[src/rtl/pwm_capture.sv]
// pwm_capture: measures PWM high time and rise-to-rise period in clk cycles,
// flagging a stuck line with a saturating timeout report.
module pwm_capture #(
  parameter int W    = 9,
  parameter int SYNC = 2
) (
  input  logic         clk,
  input  logic         clr,
  input  logic         en,
  input  logic         pwm_in,
  output logic [W-1:0] duty,
  output logic [W-1:0] period,
  output logic         valid,
  output logic         overflow
);
  localparam logic [W-1:0] MAX = {W{1'b1}};
  localparam logic [W-1:0] ONE = W'(1);
  typedef enum logic [1:0] {IDLE, ARM, MEAS} state_t;
  state_t          state, state_n;
  logic [SYNC-1:0] sync;
  logic            pwm_s, pwm_d, rise, at_max;
  logic [W-1:0]    per_cnt, high_cnt, per_n, high_n, duty_n, period_n;
  logic            valid_n, overflow_n;
  assign pwm_s  = sync[SYNC-1];
  assign rise   = pwm_s & ~pwm_d;
  assign at_max = per_cnt == MAX;
  always_ff @(posedge clk) begin
    if (!clr) begin
      state    <= IDLE;
      sync     <= '0;
      pwm_d    <= 1'b0;
      per_cnt  <= '0;
      high_cnt <= '0;
      duty     <= '0;
      period   <= '0;
      valid    <= 1'b0;
      overflow <= 1'b0;
    end else begin
      state    <= state_n;
      sync     <= {sync[SYNC-2:0], pwm_in};
      pwm_d    <= pwm_s;
      per_cnt  <= per_n;
      high_cnt <= high_n;
      duty     <= duty_n;
      period   <= period_n;
      valid    <= valid_n;
      overflow <= overflow_n;
    end
  end
  // A rise outranks the timeout, so a frame of exactly MAX cycles reports normally.
  always_comb begin
    state_n    = state;
    per_n      = per_cnt;
    high_n     = high_cnt;
    duty_n     = duty;
    period_n   = period;
    valid_n    = 1'b0;
    overflow_n = overflow;
    if (!en) begin
      state_n = IDLE;
      per_n   = '0;
      high_n  = '0;
    end else if (state == IDLE) begin
      state_n = ARM;
      per_n   = ONE;
      high_n  = '0;
    end else if (rise) begin
      state_n = MEAS;
      per_n   = ONE;
      high_n  = ONE;
      if (state == MEAS) begin
        period_n   = per_cnt;
        duty_n     = high_cnt;
        valid_n    = 1'b1;
        overflow_n = 1'b0;
      end
    end else if (at_max) begin
      state_n    = ARM;
      per_n      = ONE;
      high_n     = '0;
      period_n   = MAX;
      duty_n     = pwm_s ? MAX : '0;
      valid_n    = 1'b1;
      overflow_n = 1'b1;
    end else begin
      per_n  = per_cnt + ONE;
      high_n = (state == MEAS) ? high_cnt + W'(pwm_s) : '0;
    end
  end
endmodule

[config.mk]
export PLATFORM = sky130hd
export DESIGN_NAME = pwm_capture
export DESIGN_NICKNAME = d
export VERILOG_FILES = /design/src/rtl/pwm_capture.sv
export SDC_FILE = /design/constraint.sdc
export NUM_CORES = 1
export LEC_CHECK = 0
export CORE_MARGIN = 2
export CORE_UTILIZATION = 57
export CTS_CLUSTER_DIAMETER = 80
export DETAILED_ROUTE_END_ITERATION = 10
export GPL_ROUTABILITY_DRIVEN = 0
export GPL_TIMING_DRIVEN = 1
export PLACE_DENSITY_LB_ADDON = 0.05
export SETUP_SLACK_MARGIN = 0.15
export SYNTH_ARGS = -nofsm -noshare
export SYNTH_HDL_FRONTEND = slang
export SYNTH_SLANG_ARGS = --single-unit
[constraint.sdc]
create_clock -name clk -period 5.2 [get_ports clk]
set_clock_uncertainty 0.2 [all_clocks]
set_input_delay 1.04 -clock clk [delete_from_list [all_inputs] [get_ports clk]]
set_output_delay 1.04 -clock clk [all_outputs]
set_load 0.005 [all_outputs]
==> out/summary.txt <==
Status = finished with violations
Failing checks = DRC
Mapped Nets = 177
CTS clk-pin slew, worst paths = 120 ps
P&R area growth vs syn = 16.9%
Core area = 2810 um^2
Worst Path Class, Setup = in2reg
Hold Crit Depth = 2
Port Buffers = 23
Fin crit period = 2930 ps
Initial antenna violation count = 0
Antenna violation net count after detailed routing = 0
Hold Path End = duty[6]
Fin nets = 200
Share of cells above drive strength 1 = 14.5%
Final Hold Vio Count = 0
Hpwl dp = 2360 um
F_max = 342 MHz
HP Start = duty[6]
Die Wd = 58.9 um
Maximum vdd drop = 0.171 mV
R2R Path End = period[4]
Die area = 3470 um^2
P_leak = 0.679 nW
Critical Path End Type = flip-flop
Critical path launch point type = input port
Setup Fix Bufs, Post-CTS = 0
Pwr dens = 254 nW/um^2
CTS tree = yes
Routed vias/inst = 5.96
Slew Viols, Final = 0
Gr ovfl total = 0
Final WS setup = 2270 ps
Slew @ Worst Pin = 994 ps
Synth cell types = 35
Yosys warnings = 0
Sink Count = 43
Root Driver = clkbuf_4
R2r setup slk = 2620 ps
DRC errors left = 3
Inserted Diodes = 0
Routed vias = 1336
Final setup violation count = 0
Drt first pass iters = 8
Hold WC Path Type = reg2reg
Wire length per cell = 14.7 um
RSZ-0062 raised after global routing = no
Setup TNS = 0 ps
Drt total wl = 3290 um
Slew HR = 33.6%
Number of global-route vias before repair = 1217
Crit Path Max Fanout = 32
Mapped Cells = 169
Pre-CTS WS = 1920 ps
Seq cells post-synth = 43
Clk buf depth = 2
Mapped Area = 1720 um^2
Post_cts resized = 0
I/O pins = 24
First-pass GRT wire length = 5470 um
Post-CTS Hold Fix Bufs = 0
R2r startpoint = per_cnt[0]
Synth Area per Inst = 10.2 um^2
Largest net degree at the start of global routing = 33
Clock insertion delay at the later pin of the skew report = 360 ps
Initial Utilization = 61.3%
Required time worst endpoint = 5290 ps
Critical Path AT = 3010 ps
TritonCTS buffer count = 5
All-layer global routing usage = 20.8%
DR iter-0 viols = 52
Rows = 19
Max Cap Viol = 0
Seq/Total Area, Yosys = 50.0%
Final Cycle Share = 56.3%
Worst-case reg-to-reg path depth = 6
Clock H-tree levels = 2
Die H = 58.9 um
Final Util = 71.7%
## through the flow
stage,power (W),instances,hold slack [ps],area (um^2)
after global routing,0.000527,224,279,2010
final,0.000511,224,266,2010
after CTS,0.000518,224,271,2010
after detailed placement,0.000359,216,224,1950
after global placement,0.000359,216,221,1950
after floorplan,0.000353,169,212,1720
## per-layer routing
layer	share of wire [%]	global-route usage (%)	up-vias
li1	-	-	666
met1	50	29.9	630
met2	44	29.8	35
met3	5.2	6.15	5
met4	0.55	7.14	0
met5	0	0	-
## how the worst max path moves through the flow
stage,start,to,slack [ps],cells past startpoint
after global routing,clr,high_cnt[5],2110,4
after floorplan,en,period[0],3320,3
after CTS,clr,high_cnt[6],2300,4
after detailed placement,clr,high_cnt[6],1920,4
after global placement,clr,high_cnt[5],1990,4
final,clr,high_cnt[6],2270,4
## placed cells by master (no fill, tap or decap), drive strengths merged
master,count
nor3,1
inv,2
clkdlybuf4s50,23
mux2i,9
and3,2
clkinvlp,2
xor2,5
o221a,9
nor2b,2
nand2b,1
or2,1
o21ai,9
or3,5
and2,4
xnor2,1
a21oi,10
nor2,9
a31oi,1
nand4,2
o31ai,2
nand3,10
nand2,18
o211ai,6
dfxtp,43
o211a,2
o2111a,1
or4,2
clkinv,1
ha,4
clkbuf,5
nand3b,1
## cells by family (layout without fill, tap and decap cells)
group	count (synthesis)	count (layout)	synth area share (%)
and+or+nand+nor	58	58	18.7
AOI/OAI and AO/OA	40	40	17.5
DFF	43	43	50.0
xor gates and xnor gates	6	6	3.05
muxes	9	9	5.24
buffers and inverters	9	33	2.55
adders and majority gates	4	4	2.91
## state kept, by name (all words and copies together), names as in the netlist
signal,flops
overflow,1
pwm_d,1
per_cnt,9
period,9
state,2
sync,2
valid,1
high_cnt,9
duty,9
## layout make-up
class                           instances  area [um^2]
Sequential cell                        43          861
Clock buffer                            5         37.5
Clock inverter                          3         20.0
Fill cell                             218          795
Timing Repair Buffer                   23          230
Inverter                                2         7.51
Tap cell                               31         38.8
Multi-Input combinational cell        117          816
## worst max-delay path, stage by stage
cell and delay [ps]:
clkdlybuf4s50_1 1130, o211a_1 320, nand4_1 310, a21oi_1 210
## synth_stat cells
| cell | instances | share of area [%] |
|---|---|---|
| nand2b_1 | 1 | 0.36 |
| xor2_1 | 5 | 2.5 |
| inv_1 | 2 | 0.44 |
| o211a_1 | 2 | 1.2 |
| nor2b_4 | 1 | 0.80 |
| or3_2 | 3 | 1.3 |
| nand3_2 | 1 | 0.58 |
| nor2_1 | 9 | 2.0 |
| and2_1 | 4 | 1.5 |
| o21ai_0 | 9 | 2.6 |
| buf_4 | 2 | 0.87 |
| dfxtp_1 | 43 | 50 |
| o221a_2 | 9 | 5.9 |
| o2111a_1 | 1 | 0.65 |
| or2_2 | 1 | 0.36 |
| xnor2_1 | 1 | 0.51 |
| nand3_1 | 8 | 2.3 |
| nor2b_1 | 1 | 0.36 |
| nand3_4 | 1 | 1.0 |
| mux2i_1 | 9 | 5.2 |
| a31oi_1 | 1 | 0.36 |
| nor3_1 | 1 | 0.29 |
| o211ai_1 | 6 | 2.6 |
| clkbuf_1 | 3 | 0.65 |
| and3_1 | 2 | 0.73 |
| nand4_1 | 2 | 0.73 |
| o31ai_1 | 2 | 0.87 |
| ha_1 | 4 | 2.9 |
| a21oi_2 | 2 | 1.0 |
| a21oi_1 | 8 | 2.3 |
| nand2_1 | 18 | 3.9 |
| or4_4 | 2 | 1.3 |
| nand3b_1 | 1 | 0.44 |
| buf_2 | 2 | 0.58 |
| or3_1 | 2 | 0.73 |
## power breakdown
part	internal (W)	switching [W]	total [W]
logic	0.00000774	0.00000861	0.0000163
registers	0.000332	0.00000351	0.000336
clock network	0.0000516	0.000108	0.000159
No activity file was read; power rests on OpenSTA's default activity.
